--- src/rtl/forward_ns_rr_pkg.sv ---
// Shared router types and helpers for the north/south forwarding stage.
// Width and hop-adjust helpers are functions so every instance derives its own.
package forward_ns_rr_pkg;

    typedef enum logic {
        ROUTE = 1'b0,
        LOCAL = 1'b1
    } dir_e;

    function automatic int dy_width(int msb, int lsb);
        return msb - lsb + 1;
    endfunction

    // North hops decrement dy, south hops increment it.
    function automatic int dy_add(bit north);
        return north ? -1 : 1;
    endfunction

    function automatic int strip_width(int pw, int dyw);
        return pw - dyw;
    endfunction

    function automatic logic [31:0] dy_update(logic [31:0] dy, int add);
        return dy + 32'(add);
    endfunction

endpackage

--- src/rtl/forward_ns_rr_rr_arbiter.sv ---
// Round-robin arbiter: first requester at or after the pointer wins.
// Pointer advances past the winner only when the grant is accepted.
module rr_arbiter #(
    parameter int N = 3
) (
    input  logic         clk,
    input  logic         rst,
    input  logic [N-1:0] req,
    input  logic         accept,
    output logic [N-1:0] gnt
);

    localparam int PW = $clog2(N);

    logic [PW-1:0] ptr;
    logic          hit;
    int            gidx;
    int            idx;

    always_comb begin
        gnt  = '0;
        hit  = 1'b0;
        gidx = 0;
        idx  = 0;
        for (int k = 0; k < N; k++) begin
            idx = (int'(ptr) + k) % N;
            if (!hit && req[idx]) begin
                hit      = 1'b1;
                gidx     = idx;
                gnt[idx] = 1'b1;
            end
        end
    end

    always_ff @(posedge clk or negedge rst) begin
        if (!rst) begin
            ptr <= '0;
        end else if (hit && accept) begin
            ptr <= (gidx == N - 1) ? '0 : PW'(gidx + 1);
        end
    end

endmodule

--- src/rtl/sync_fifo.sv ---
// Small circular-buffer FIFO with first-word-fall-through head.
// Head reads as zero while empty so a cleared buffer shows a clean output.
module sync_fifo #(
    parameter int W     = 8,
    parameter int DEPTH = 4
) (
    input  logic         clk,
    input  logic         rst,
    input  logic         wen,
    input  logic [W-1:0] din,
    input  logic         ren,
    output logic [W-1:0] dout,
    output logic         empty,
    output logic         full
);

    localparam int AW = $clog2(DEPTH);

    logic [W-1:0]  mem [DEPTH];
    logic [AW-1:0] wp, rp;
    logic [AW:0]   cnt;
    logic          do_w, do_r;

    assign empty = (cnt == '0);
    assign full  = (cnt == (AW+1)'(DEPTH));
    assign do_w  = wen && !full;
    assign do_r  = ren && !empty;
    assign dout  = empty ? '0 : mem[rp];

    always_ff @(posedge clk) begin
        if (do_w) mem[wp] <= din;
    end

    always_ff @(posedge clk or negedge rst) begin
        if (!rst) begin
            wp  <= '0;
            rp  <= '0;
            cnt <= '0;
        end else begin
            if (do_w) wp <= wp + 1'b1;
            if (do_r) rp <= rp + 1'b1;
            unique case ({do_w, do_r})
                2'b10:   cnt <= cnt + 1'b1;
                2'b01:   cnt <= cnt - 1'b1;
                default: cnt <= cnt;
            endcase
        end
    end

endmodule

--- src/rtl/forward_ns_rr.sv ---
// North/south forwarding stage: round-robin merge of upstream heads,
// dy hop adjust, then forward to routing buffer or eject to local buffer.
module forward_ns_rr
    import forward_ns_rr_pkg::*;
#(
    parameter int NUM_INPUTS   = 3,
    parameter int PACKET_WIDTH = 21,
    parameter int DY_MSB       = 20,
    parameter int DY_LSB       = 12,
    parameter int BUFFER_DEPTH = 4,
    parameter int NORTH        = 1
) (
    input  logic                                 clk,
    input  logic                                 rst,
    input  logic [NUM_INPUTS*PACKET_WIDTH-1:0]   din,
    input  logic [NUM_INPUTS-1:0]                empty_in,
    output logic [NUM_INPUTS-1:0]                ren_out,
    input  logic                                 ren_in_routing,
    input  logic                                 ren_in_local,
    output logic [PACKET_WIDTH-1:0]              dout_routing,
    output logic [PACKET_WIDTH-(DY_MSB-DY_LSB+1)-1:0] dout_local,
    output logic                                 routing_buffer_empty,
    output logic                                 local_buffer_empty,
    output logic                                 routing_buffer_full,
    output logic                                 local_buffer_full
);

    localparam int DYW = dy_width(DY_MSB, DY_LSB);
    localparam int LW  = strip_width(PACKET_WIDTH, DYW);
    localparam int ADD = dy_add(NORTH != 0);

    logic [PACKET_WIDTH-1:0] pkt [NUM_INPUTS];
    dir_e                    dest [NUM_INPUTS];
    logic [NUM_INPUTS-1:0]   req, gnt;
    logic [PACKET_WIDTH-1:0] sel, r_data;
    logic [LW-1:0]           l_data;
    logic [DYW-1:0]          dy_new;
    dir_e                    sel_dir;
    logic                    wen_r, wen_l;

    always_comb begin
        for (int i = 0; i < NUM_INPUTS; i++) begin
            pkt[i]  = din[i*PACKET_WIDTH +: PACKET_WIDTH];
            dest[i] = (pkt[i][DY_MSB:DY_LSB] == '0) ? LOCAL : ROUTE;
            req[i]  = !empty_in[i] &&
                      !((dest[i] == LOCAL) ? local_buffer_full
                                           : routing_buffer_full);
        end
    end

    rr_arbiter #(.N(NUM_INPUTS)) u_arb (
        .clk    (clk),
        .rst    (rst),
        .req    (req),
        .accept (rst),
        .gnt    (gnt)
    );

    assign ren_out = gnt & {NUM_INPUTS{rst}};

    always_comb begin
        sel     = '0;
        sel_dir = ROUTE;
        for (int i = 0; i < NUM_INPUTS; i++) begin
            if (gnt[i]) begin
                sel     = pkt[i];
                sel_dir = dest[i];
            end
        end
    end

    // dy arithmetic wraps modulo 2^DYW by truncation.
    always_comb begin
        dy_new = DYW'(dy_update(32'(sel[DY_MSB:DY_LSB]), ADD));
        r_data = sel;
        r_data[DY_MSB:DY_LSB] = dy_new;
        l_data = '0;
        for (int j = 0; j < LW; j++) begin
            if (j < DY_LSB) l_data[j] = sel[j];
            else            l_data[j] = sel[j+DYW];
        end
    end

    assign wen_r = (|ren_out) && (sel_dir == ROUTE);
    assign wen_l = (|ren_out) && (sel_dir == LOCAL);

    sync_fifo #(.W(PACKET_WIDTH), .DEPTH(BUFFER_DEPTH)) u_rbuf (
        .clk   (clk),
        .rst   (rst),
        .wen   (wen_r),
        .din   (r_data),
        .ren   (ren_in_routing),
        .dout  (dout_routing),
        .empty (routing_buffer_empty),
        .full  (routing_buffer_full)
    );

    sync_fifo #(.W(LW), .DEPTH(BUFFER_DEPTH)) u_lbuf (
        .clk   (clk),
        .rst   (rst),
        .wen   (wen_l),
        .din   (l_data),
        .ren   (ren_in_local),
        .dout  (dout_local),
        .empty (local_buffer_empty),
        .full  (local_buffer_full)
    );

endmodule

--- config.mk ---
export PLATFORM = sky130hd
export DESIGN_NAME = forward_ns_rr
export DESIGN_NICKNAME = d
export VERILOG_FILES = /design/src/rtl/forward_ns_rr_pkg.sv /design/src/rtl/forward_ns_rr_rr_arbiter.sv /design/src/rtl/sync_fifo.sv /design/src/rtl/forward_ns_rr.sv
export SDC_FILE = /design/constraint.sdc
export NUM_CORES = 1
export LEC_CHECK = 0
export ABC_CLOCK_PERIOD_IN_PS = 4150
export CAP_MARGIN = 15
export CORE_UTILIZATION = 49
export DETAILED_ROUTE_END_ITERATION = 6
export PLACE_DENSITY = 0.73
export RECOVER_POWER = 25
export REMOVE_ABC_BUFFERS = 1
export SLEW_MARGIN = 10
export SYNTH_ARGS = -nofsm -noshare
export SYNTH_HDL_FRONTEND = slang
export SYNTH_SLANG_ARGS = --single-unit
--- constraint.sdc ---
create_clock -name clk -period 4.15 [get_ports clk]
set_input_delay 1.0375 -clock clk [delete_from_list [all_inputs] [get_ports clk]]
set_output_delay 1.0375 -clock clk [all_outputs]
set_load 0.01 [all_outputs]
==> key figures <==
Logic synthesis
  – Post-synth top flop: edfxtp_1
  – EDFF count, synth: 132
  – Synth Cell Area: just over 7000 um^2
  – Synth Area in XOR/XNOR: around 2.3%
  – Seq cells post-synth: 148
  – Synth Area in Adders: 4.340%
  – Number of synthesis warnings: 0
  – Post-synthesis compound-gate area fraction: 6.648%
  – Mux cell area share after synthesis: between 10% and 20%
  – Gate Count Post-Synth: 518
  – Syn avg cell area: 14.02 um^2
  – Asr flop ratio synth: 10.81%
  – Distinct cells, synth: 62
  – Main combinational cell family by area after synthesis: simple AND/OR/NAND/NOR gates
  – Register area share after synthesis: between 60% and 70%
  – Simple-gate share of the synthesized area: 12.88%

Clock network
  – H-tree levels: 4
  – CTS Buffer Depth: 2
  – CTS Buf Count: 17
  – Root buf cell: clkbuf_16
  – Clk sinks: roughly 150
  – CTS tree: built
  – Clock transition at path regs: 0.06 ns
  – Clock latency on the worst-skew pair: 0.42 ns
  – Post-CTS Hold Buffers: 0

Global route
  – First-pass GRT wire length: ~27000 um
  – Vias in the first global route: around 5200
  – Total grt overflow: 0
  – Initial antenna violation count: 0
  – Overall fraction of global-route tracks in use: 24.58%
  – Largest net degree at the start of global routing: 29

Timing
  – Endpoints failing hold: 0
  – Worst setup margin: -0.1206 ns
  – Post-Route Setup TNS: -0.3151 ns
  – Rel. slew slack: 29.71%
  – Final Skew: 0.008474 ns
  – Final setup viols: 4
  – Actual slew at the worst max-slew pin: 1.054 ns
  – Final period util: 102.9%
  – WHS: roughly 0.49 ns
  – Final Max Tran Viols: 0
  – Unrepaired setup endpoints after global routing: true
  – Fin crit period: between 4 and 5 ns
  – F_max: 234.2 MHz

Detailed routing
  – Vias/cell: between 5 and 6
  – Drt initial violations: approximately 320
  – Routed len/inst: approximately 19 um
  – Vias: 5085
  – Post-route ant nets: 0
  – WL final: 17710 um
  – # DRC: 0
  – DR pass1 iterations: 5

Setup path
  – Data arrival, critical path: 4.61 ns
  – CP Class: in2reg
  – Cell mode on critical path: or3_4
  – Worst r2r dst: u_lbuf.cnt[2]$_DFFE_PN0P_
  – CP endpoint kind: flop
  – Critical Path Slowest Stage Cell: or3_4
  – Kind of cell adding the most delay to the critical path: simple AND/OR/NAND/NOR gates
  – Worst reg2reg setup slack: 0.09 ns
  – CP Launch Type: input port
  – WP buf/inv: 3
  – R2r startpoint: u_rbuf.cnt[1]$_DFFE_PN0P_
  – Worst R2R Path Depth: 16
  – Worst path cell trace: buf_8, nor4_4, a31oi_2, or3_4, o2111a_1, a221o_1, or3_4, and2_4, or3_4, nor3b_4, inv_2, ha_4, inv_2, fa_2, xor2_1, nor2_1, xor2_1
  – Critical path peak fanout: 3
  – Crit path required time: 4.49 ns
  – Crit path largest cell delay: 0.39 ns

Die
  – Initial Util: 50.17%
  – Die ar.: 15320 um^2
  – Core Box Area: 14480 um^2
  – Die height: 123.8 um
  – Die Span X: 123.8 um
  – IO Pins: 110
  – Row Count: 44

Worst hold path
  – Hold Path Class: reg2reg
  – WHS Endpoint: u_lbuf.cnt[2]$_DFFE_PN0P_
  – Hold Path Stages: 1
  – Hold Path Origin: u_lbuf.cnt[2]$_DFFE_PN0P_

Placement
  – DP Wirelength: 12580 um
  – Dpl ws: -0.9941 ns
  – Placed cells: 869
  – GP Congestion: 0.8700
  – IO buf count: 109

Job
  – Max-cap violations: 0

Power and ir drop
  – Pwr/cell area: approximately 930 nW/um^2
  – Total chip power: 9347 uW
  – VDD IR max: approximately 0.00045 V
  – Pleak: approximately 0.0037 uW

Cells and area
  – Fin cells: 909
  – Area grow syn2layout: 38.29%
  – Layout cells sized above 1: 30.90%
  – Diodes inserted: 0
  – Final Net Count: between 800 and 900
  – Number of fill cells in the layout: 991

Run status
  – Violations in the final reports: setup timing
  – Status: complete, but fails checks
[power breakdown]
| group | switching (uW) | internal, uW | total [uW] | leakage (uW) |
|---|---|---|---|---|
| clock network | 626 | 900 | 1530 | 0.000279 |
| registers | 231 | 2680 | 2910 | 0.00139 |
| logic | 2550 | 2370 | 4910 | 0.00207 |
[cell usage after synthesis, types with 11 or more instances]
cell	count	area, um^2
xor2_1	11	96.34
ha_1	22	275.3
mux4_2	33	743.2
nor2_1	35	131.4
inv_1	24	90.09
o21ai_0	12	60.06
dfrtp_1	16	400.4
and2_1	12	75.07
edfxtp_1	132	3964
a31oi_1	18	112.6
nand2_1	30	112.6
nand3_1	18	90.09
clkbuf_1	17	63.81
nor2b_1	35	219.0
[cell families after synthesis]
logic type      count (synthesis)
mux                            37
flops                         148
buf+inv                        50
simple gates                  173
xor+xnor                       19
compound gates                 67
fa+ha+maj                      24
[worst max-delay path by stage]
stage	start	endpoint	slack, ns	depth (start not counted)
finish	din[36]	u_lbuf.cnt[2]$_DFFE_PN0P_	-0.12	17
global route	din[36]	u_lbuf.cnt[2]$_DFFE_PN0P_	-0.22	17
CTS	din[39]	u_lbuf.cnt[2]$_DFFE_PN0P_	-0.20	17
detailed placement	din[39]	u_lbuf.cnt[2]$_DFFE_PN0P_	-0.99	17
global placement	din[39]	ren_out[2]	-0.88	10
floorplan	din[18]	u_rbuf.cnt[2]$_DFFE_PN0P_	-0.92	16
[final cells by class]
cell class                      count  area (um^2)  area share (%)
Multi-Input combinational cell    320         2934           29.21
Clock inverter                     15        168.9           1.681
Inverter                           24        90.09          0.8967
Clock buffer                       17        425.4           4.235
Timing Repair Buffer              201         1833           18.25
Tap cell                          184        230.2           2.292
Sequential cell                   148         4364           43.44
[through the flow]
step	util [%]	instance area, um^2
6_report	69.38	10050
4_1_cts	68.46	9912
3_5_place_dp	63.49	9193
5_1_grt	69.38	10050
2_1_floorplan	-	7144
3_3_place_gp	63.49	9193
[layer usage]
layer	vias to the layer above	part of all wire, %	track usage [%]
met2	154	54	43.78
met3	26	4.9	5.311
met5	-	0	0
met4	0	1.7	8.584
li1	2370	-	-
met1	2535	40	29.27
[layout by cell type, fill, tap and decap left out, drive strengths merged, types with 5 or more instances in the layout]
cell,n
o21ai,12
dlygate4sd2,14
nand2,30
nor2b,35
nor3,8
and2,14
clkbuf,21
mux4,33
inv,31
xnor2,8
nand3,18
dfrtp,16
xor2,11
nand4,6
ha,22
nor2,35
edfxtp,132
buf,100
clkdlybuf4s50,70
dlygate4sd3,9
and3,5
a31oi,18
[registers in the layout (all words and copies together) (netlist names)]
signal / count
u_rbuf.mem: 84
u_lbuf.mem: 48
u_lbuf.wp: 2
u_rbuf.cnt: 3
u_arb.ptr: 2
u_lbuf.cnt: 3
u_lbuf.rp: 2
u_rbuf.wp: 2
u_rbuf.rp: 2
[repair_timing]
item                       CTS  global route
pin swaps                   21            25
buffers inserted             3             5
setup endpoints to repair  264           101
gates resized for setup     99            36
Note: power is estimated with default switching activity, not from simulation.
